`src/rtl/null_sink_ctrl.sv`:
```
// AXI-stream packet sink: throttles tready, checks header SID and payload length,
// and counts lines, packets and errors behind a registered readback mux.
//   state      | meaning
//   ST_HEADER  | next accepted beat is a packet header
//   ST_PAYLOAD | header taken, accepting payload lines until tlast
module null_sink_ctrl #(
    parameter int BASE  = 0,
    parameter int SR_AW = 8
) (
    input  logic             clk,
    input  logic             reset,
    input  logic             set_stb,
    input  logic [SR_AW-1:0] set_addr,
    input  logic [31:0]      set_data,
    input  logic [2:0]       rb_addr,
    output logic [63:0]      rb_data,
    input  logic [63:0]      i_tdata,
    input  logic             i_tlast,
    input  logic             i_tvalid,
    output logic             i_tready
);

    localparam logic [SR_AW-1:0] ADDR_CTRL = SR_AW'(BASE);
    localparam logic [SR_AW-1:0] ADDR_RATE = SR_AW'(BASE + 1);
    localparam logic [SR_AW-1:0] ADDR_SID  = SR_AW'(BASE + 2);
    localparam logic [SR_AW-1:0] ADDR_LEN  = SR_AW'(BASE + 3);

    typedef enum logic {
        ST_HEADER  = 1'b0,
        ST_PAYLOAD = 1'b1
    } state_t;

    state_t      state;
    state_t      state_next;
    logic        enable;
    logic        clear;
    logic [15:0] rate;
    logic [31:0] sid;
    logic [15:0] len;

    logic [15:0] rate_cnt;
    logic [15:0] beat_cnt;
    logic        sid_err_q;
    logic        throttle_ok;
    logic        accept;
    logic        hdr_beat;
    logic        pkt_done;
    logic [16:0] pay_cnt;
    logic        sid_mismatch;
    logic        pkt_sid_err;
    logic        pkt_len_err;

    logic [63:0] line_cnt;
    logic [63:0] pkt_cnt;
    logic [31:0] sid_err_cnt;
    logic [31:0] len_err_cnt;
    logic [63:0] last_hdr;

    // clear is a one-cycle pulse derived from the write, never stored as a level
    always_ff @(posedge clk) begin
        if (reset) begin
            enable <= 1'b0;
            clear  <= 1'b0;
            rate   <= '0;
            sid    <= '0;
            len    <= '0;
        end else begin
            clear <= set_stb && (set_addr == ADDR_CTRL) && set_data[1];
            if (set_stb) begin
                case (set_addr)
                    ADDR_CTRL: enable <= set_data[0];
                    ADDR_RATE: rate   <= set_data[15:0];
                    ADDR_SID:  sid    <= set_data;
                    ADDR_LEN:  len    <= set_data[15:0];
                    default:   ;
                endcase
            end
        end
    end

    assign throttle_ok  = (rate_cnt == 16'd0);
    assign i_tready     = throttle_ok && ((state == ST_PAYLOAD) || enable);
    assign accept       = i_tvalid && i_tready;
    assign sid_mismatch = (i_tdata[31:0] != sid);

    always_comb begin
        state_next = state;
        hdr_beat   = 1'b0;
        pkt_done   = 1'b0;
        pay_cnt    = '0;
        case (state)
            ST_HEADER: begin
                if (accept) begin
                    hdr_beat = 1'b1;
                    if (i_tlast) begin
                        pkt_done = 1'b1;
                    end else begin
                        state_next = ST_PAYLOAD;
                    end
                end
            end
            ST_PAYLOAD: begin
                if (accept && i_tlast) begin
                    pkt_done   = 1'b1;
                    pay_cnt    = {1'b0, beat_cnt} + 17'd1;
                    state_next = ST_HEADER;
                end
            end
            default: state_next = ST_HEADER;
        endcase
    end

    // A header-only packet completes in its header cycle, so use the live compare there
    assign pkt_sid_err = (state == ST_HEADER) ? sid_mismatch : sid_err_q;
    assign pkt_len_err = (len != 16'd0) && (pay_cnt != {1'b0, len});

    always_ff @(posedge clk) begin
        if (reset) begin
            state     <= ST_HEADER;
            rate_cnt  <= '0;
            beat_cnt  <= '0;
            sid_err_q <= 1'b0;
        end else begin
            state <= state_next;
            if (accept) begin
                rate_cnt <= rate;
            end else if (rate_cnt != 16'd0) begin
                rate_cnt <= rate_cnt - 16'd1;
            end
            if (hdr_beat) begin
                beat_cnt  <= '0;
                sid_err_q <= sid_mismatch;
            end else if (accept && (beat_cnt != 16'hFFFF)) begin
                beat_cnt <= beat_cnt + 16'd1;
            end
        end
    end

    // clear shares priority with reset so a coincident beat or completion is dropped
    always_ff @(posedge clk) begin
        if (reset || clear) begin
            line_cnt    <= '0;
            pkt_cnt     <= '0;
            sid_err_cnt <= '0;
            len_err_cnt <= '0;
            last_hdr    <= '0;
        end else begin
            if (accept) begin
                line_cnt <= line_cnt + 64'd1;
            end
            if (hdr_beat) begin
                last_hdr <= i_tdata;
            end
            if (pkt_done) begin
                pkt_cnt <= pkt_cnt + 64'd1;
                if (pkt_sid_err && (sid_err_cnt != 32'hFFFF_FFFF)) begin
                    sid_err_cnt <= sid_err_cnt + 32'd1;
                end
                if (pkt_len_err && (len_err_cnt != 32'hFFFF_FFFF)) begin
                    len_err_cnt <= len_err_cnt + 32'd1;
                end
            end
        end
    end

    always_ff @(posedge clk) begin
        if (reset) begin
            rb_data <= '0;
        end else begin
            case (rb_addr)
                3'd0:    rb_data <= line_cnt;
                3'd1:    rb_data <= pkt_cnt;
                3'd2:    rb_data <= {len_err_cnt, sid_err_cnt};
                3'd3:    rb_data <= last_hdr;
                3'd4:    rb_data <= {len, rate, 29'b0, (state == ST_PAYLOAD), enable, throttle_ok};
                default: rb_data <= '0;
            endcase
        end
    end

endmodule

```
`config.mk`:
```
export PLATFORM = sky130hd
export DESIGN_NAME = null_sink_ctrl
export DESIGN_NICKNAME = d
export VERILOG_FILES = /design/src/rtl/null_sink_ctrl.sv
export SDC_FILE = /design/constraint.sdc
export NUM_CORES = 1
export LEC_CHECK = 0
export CAP_MARGIN = 20
export CORE_AREA = 2 2 168 211
export CTS_CLUSTER_DIAMETER = 30
export DETAILED_ROUTE_END_ITERATION = 12
export DIE_AREA = 0 0 170 213
export PLACE_DENSITY = 0.83
export SLEW_MARGIN = 40
export SYNTH_ARGS = -nofsm -noshare
export SYNTH_HDL_FRONTEND = slang
export SYNTH_SLANG_ARGS = --single-unit
export TNS_END_PERCENT = 1
```
`constraint.sdc`:
```
create_clock -name clk -period 4.2 [get_ports clk]
set_clock_uncertainty 0.15 [all_clocks]
set_input_delay 0.84 -clock clk [delete_from_list [all_inputs] [get_ports clk]]
set_output_delay 0.84 -clock clk [all_outputs]
set_load 0.005 [all_outputs]
```
Yosys cells after proc, flatten, opt, wreduce, memory -nomap -nowiden
Cells that the tools add are included.
{ "word_totals": {"word_cells": 75, "register_bits": 420, "in_bits": 112, "output_inout_bits": 65} }
{ "op_classes": {"mux": 16, "n_addsub": 7, "eq_ne": 12, "n_reduce_logical": 24, "bitwise": 1} }
{ "op_table": {"columns": ["cell", "n"], "rows": [
  ["$pmux W64 S5", 1],
  ["$add A64 B1 Y64 const B", 2],
  ["$add A32 B1 Y32 const B", 2],
  ["$ne A32 B32 Y1 const B", 2],
  ["$mux W17", 2],
  ["$mux W16", 2],
  ["$ne A32 B32 Y1", 1],
  ["$reduce_bool A16 Y1", 2],
  ["$add A16 B1 Y17 const B", 1],
  ["$ne A17 B16 Y1", 1],
  ["$add A16 B1 Y16 const B", 1],
  ["$eq A8 B2 Y1 const B", 2],
  ["$logic_not A16 Y1", 1],
  ["$ne A16 B16 Y1 const B", 1],
  ["$sub A16 B1 Y16 const B", 1],
  ["$reduce_and A2 Y1", 6],
  ["$logic_and A1 B1 Y1", 9],
  ["$mux W1", 9],
  ["$eq A8 B1 Y1 const B", 1],
  ["$logic_not A8 Y1", 1],
  ["$eq A3 B2 Y1 const B", 2],
  ["$pmux W1 S2", 2],
  ["$eq A3 B1 Y1 const B", 1],
  ["$eq A3 B3 Y1 const B", 1],
  ["other kinds (5)", 6]
]} }

Longest topological paths before layout
{ "depth": {"depth_word": 10, "ltp_mapped": 15, "mapped_depth_nobuf": 11} }

Worst setup path before layout
No wires, ideal clock.
{ "synth_path": {"path_kind": "flip-flop to flip-flop", "start": "reg beat_cnt[0]", "end": "reg len_err_cnt[1]", "path_stages_with_launch": 16, "slack_ns": 0.942, "setup_ns": 0.128, "period_less_slack_ns": 3.258, "n_path_buf": 5, "required_ns": 3.922, "arrival_time_ns": 2.980, "path_cell_list": "dfxtp_1 ha_1 buf_2 and4_1 clkbuf_1 and4_1 xnor2_1 o221a_2 a21oi_1 or4_4 o21ai_2 buf_6 buf_8 buf_8 mux2i_1 nor2_1"} }
{ "synth_between": {"elab_chain_len": 7} }
{ "synth_lines": {"columns": ["element", "line", "text"], "rows": [
  ["start, declared", "42", "logic [15:0] beat_cnt;"],
  ["start signal, assigned", "134", "beat_cnt <= beat_cnt + 16'd1;"],
  ["$add A16 B1 Y17", "105", "pay_cnt = {1'b0, beat_cnt} + 17'd1;"],
  ["$mux W17", "103", "if (accept && i_tlast) begin"],
  ["$mux W17", "91", "case (state)"],
  ["$ne A17 B16 Y1", "115", "assign pkt_len_err = (len != 16'd0) && (pay_cnt != {1'b0, len});"],
  ["$logic_and A1 B1 Y1", "115", null],
  ["$logic_and A1 B1 Y1", "159", "if (pkt_len_err && (len_err_cnt != 32'hFFFF_FFFF)) begin"],
  ["$reduce_and A2 Y1 (no line)", null, null],
  ["end signal, assigned", "160", "len_err_cnt <= len_err_cnt + 32'd1;"],
  ["end, declared", "56", "logic [31:0] len_err_cnt;"]
]} }
No other way between the ends.
A chain may end at the register's enable or synchronous reset.

Worst setup path in the final report
{ "layout_path": {"start": "reg beat_cnt[0]", "end": "reg len_err_cnt[19]"} }
The elaborated chain is that of the path after synthesis.

==> impl_metrics.toml <==
[place]
pre_cts_ws_ns = 0.272
detailedPlacementHpwl_um = 42200
globalplace.congestion = 0.951
portBuffers = 176

[setup_path]
cp-startpoint = "beat_cnt[0]"
crit_arrival_ns = 4.08
crit_type = "reg2reg"
setup.worst_path.start_class = "flop"
timing.critical_path.required_ns = 4.56
rrSetupSlack_ns = 0.47
crit_path_end_kind = "flop"
worstPathMaxFanout = 56
r2r_start = "beat_cnt[0]"

[yosys]
synth_seq_area_share = 0.427
number_of_enable_flip_flop_cells_after_synthesis = 0
yosys_register_bits = 420
most_frequently_used_cell_type_in_the_post_synthesis_netlist = "sky130_fd_sc_hd__dfxtp_1"
asyncSetResetFlopFracSynth = 0
netlist.area_leader.share = 0.427
synth_fp_nets = 2544
synth.distinct_cells = 63
syn_area_um2 = 19700
synth-warning-count = 0
synthTopCellsByCount = "sky130_fd_sc_hd__dfxtp_1 (420), sky130_fd_sc_hd__nor2_1 (363), sky130_fd_sc_hd__nand2_1 (316)"
synth_top_cells_by_area = "sky130_fd_sc_hd__dfxtp_1 (43%), sky130_fd_sc_hd__nor2_1 (6.9%), sky130_fd_sc_hd__a21oi_1 (6.3%), sky130_fd_sc_hd__nand2_1 (6.0%), sky130_fd_sc_hd__xnor2_1 (4.6%)"
ys_dominant_reg_cell = "sky130_fd_sc_hd__dfxtp_1"
cell_taking_the_most_area_after_synthesis = "sky130_fd_sc_hd__dfxtp_1"
synth_cells = 2425
synth_area_per_cell_um2 = 8.12

[power_and_ir_drop]
static-leakage-power_nw = 8.48
power.density_cell_area_nw_per_um2 = 474
fin_total_pwr_mw = 11.7
vdd.ir_drop.worst_v = 0.000344

[global_route]
grt_start_max_net_pins = 102
initial_antenna_violation_count = 0
gr-total-overflow = 0
first_global_vias = 18100
grt_first_pass_wirelength_um = 95700
track_usage = 0.334

[status]
outcome = "finished, final reports clean"

[timing]
finalSetupViolCount = 0
fmaxAchievable_mhz = 268
worst_slew_margin_rel = 0.445
timing.final.hold_violations = 0
setup_repair_after_global_routing_missed_its_margin = "false"
worst_slew_pin_slew_ns = 0.832
setup_total_negative_slack_ns = 0
final_max_slew_viol_count = 0
post-route-worst-setup-slack_ns = 0.471
post-route-min-period_ns = 3.73
final_min_period_over_clock_period = 0.888

[clock_network]
cts-hold-fix-buffers = 0
ctsLongestPathBuffers = 3
postCtsSetupRepairBufs = 0
cts_resized = 0
clk_pin_slew_worst_paths_ns = 0.05
tritoncts = "done"
clkLatencyLatePin_ns = 0.60
tritoncts.num_buffers = 80
root_buffer = "sky130_fd_sc_hd__clkbuf_16"
h-tree-depth = 3
numClockSinks = 420

[flow_run]
maxCapViolCount = 0

[route]
via_count_of_the_routed_design = 18600
drt-pass1-iter-count = 6
detail_route.drc_violations = 0
drt_wl_cell_um = 20.1
drtAntennaViolNets = 0
route.detailed.vias_per_inst = 6.08
detailedRoute.firstIterationViolations = 1661
totalWireLength_um = 61600

[die]
design.core.area_um2 = 34200
rows = 76
die_height_um = 213
initial_core_util = 0.575
horizontal_die_dimension_um = 170
io_pins = 177
die-area_um2 = 36200

[cells_and_area]
final_layout_size_suffix_gt1_frac = 0.0903
syn2layout_area_growth_pct = 24.9
num_antenna_cells = 0
final_nets = 2692

[hold_path]
min_path_type = "reg2reg"
min_from = "last_hdr[24]"
## routing by layer
layer / part of all wire / wire length (um) / track usage / up-vias
met3: 0.067 / 4110 / 0.0521 / 221
met4: 0.065 / 4010 / 0.214 / 0
li1: - / - / - / 8736
met1: 0.37 / 23100 / 0.378 / 8860
met2: 0.49 / 30400 / 0.587 / 820
met5: 0 / 0 / 0 / -
## placed cells by master (no fill, tap or decap), types with 13 or more instances in the layout
cell type	netlist	final
sky130_fd_sc_hd__clkinv_2	0	13
sky130_fd_sc_hd__a22oi_1	73	73
sky130_fd_sc_hd__buf_4	1	33
sky130_fd_sc_hd__o22a_1	33	33
sky130_fd_sc_hd__nor3_1	41	41
sky130_fd_sc_hd__mux2i_1	72	72
sky130_fd_sc_hd__and3_1	33	33
sky130_fd_sc_hd__o21ai_0	66	66
sky130_fd_sc_hd__a21oi_1	249	249
sky130_fd_sc_hd__clkbuf_16	0	82
sky130_fd_sc_hd__dfxtp_1	420	420
sky130_fd_sc_hd__xnor2_1	103	103
sky130_fd_sc_hd__nand4_1	55	55
sky130_fd_sc_hd__clkdlybuf4s50_1	0	172
sky130_fd_sc_hd__nor4_1	18	18
sky130_fd_sc_hd__inv_1	32	32
sky130_fd_sc_hd__mux2_2	29	29
sky130_fd_sc_hd__xor2_1	78	78
sky130_fd_sc_hd__and4_1	21	21
sky130_fd_sc_hd__nand2_1	316	315
sky130_fd_sc_hd__nand3_1	76	76
sky130_fd_sc_hd__or3_1	76	76
sky130_fd_sc_hd__nor2_1	363	360
## cell type report
class	count	area (um2)
multi-input cells	1824	10600
fillers	2510	9650
flip-flops and latches	420	8410
clock buffers	97	2200
repair buffers	215	2140
clock inverters	47	577
well taps	429	537
inverters	32	120
## where the power goes
group | switching [mW] | leakage [nW] | internal (mW) | total (mW)
registers | 0.0910 | 3.38 | 4.06 | 4.15
logic | 0.588 | 3.75 | 0.404 | 0.993
clock network | 2.21 | 1.34 | 4.30 | 6.51
total | 2.89 | 8.48 | 8.77 | 11.7
## stage by stage
stage / hold WS (ns) / instance area (um2) / std cells / utilization
after floorplan: 0.278 / 19700 / 2425 / -
after global placement: 0.288 / 21700 / 2918 / 0.635
after detailed placement: 0.293 / 21800 / 2920 / 0.637
after CTS: 0.299 / 24600 / 3064 / 0.718
after global routing: 0.311 / 24600 / 3064 / 0.718
final: 0.298 / 24600 / 3064 / 0.718
## cell families after synthesis
kind of cell    count (synthesis)  synth area share
simple gates                 1063             0.253
xor+xnor                      183            0.0828
mux                           102            0.0544
fa+ha+maj                       7           0.00445
buf+inv                       181            0.0369
compound gates                469             0.141
flops                         420             0.427
## final timing paths
| kind | to | cells past startpoint |
|---|---|---|
| hold / removal | last_hdr[24] | 2 |
| setup / recovery | len_err_cnt[19] | 11 |
| hold reg to reg | last_hdr[24] | 2 |
| setup reg to reg | len_err_cnt[19] | 11 |
## critical path, stage by stage (launching register included)
cell                        delay [ns]
sky130_fd_sc_hd__dfxtp_1          0.52
sky130_fd_sc_hd__ha_1             0.39
sky130_fd_sc_hd__and4_1           0.40
sky130_fd_sc_hd__nand4_1          0.18
sky130_fd_sc_hd__xor2_1           0.20
sky130_fd_sc_hd__nand4bb_1        0.15
sky130_fd_sc_hd__o32ai_1          0.09
sky130_fd_sc_hd__o22ai_1          0.54
sky130_fd_sc_hd__o21ai_4          0.13
sky130_fd_sc_hd__buf_12           0.20
sky130_fd_sc_hd__or4_1            0.51
sky130_fd_sc_hd__a21oi_1          0.16
## sequential cells by signal (all words and copies together) (netlist names), 32 cells and up, named ones only
signal       cells
sid_err_cnt     32
rb_data         64
len_err_cnt     32
last_hdr        64
pkt_cnt         64
line_cnt        64
sid             32
Power figures use the tool's default switching activity.
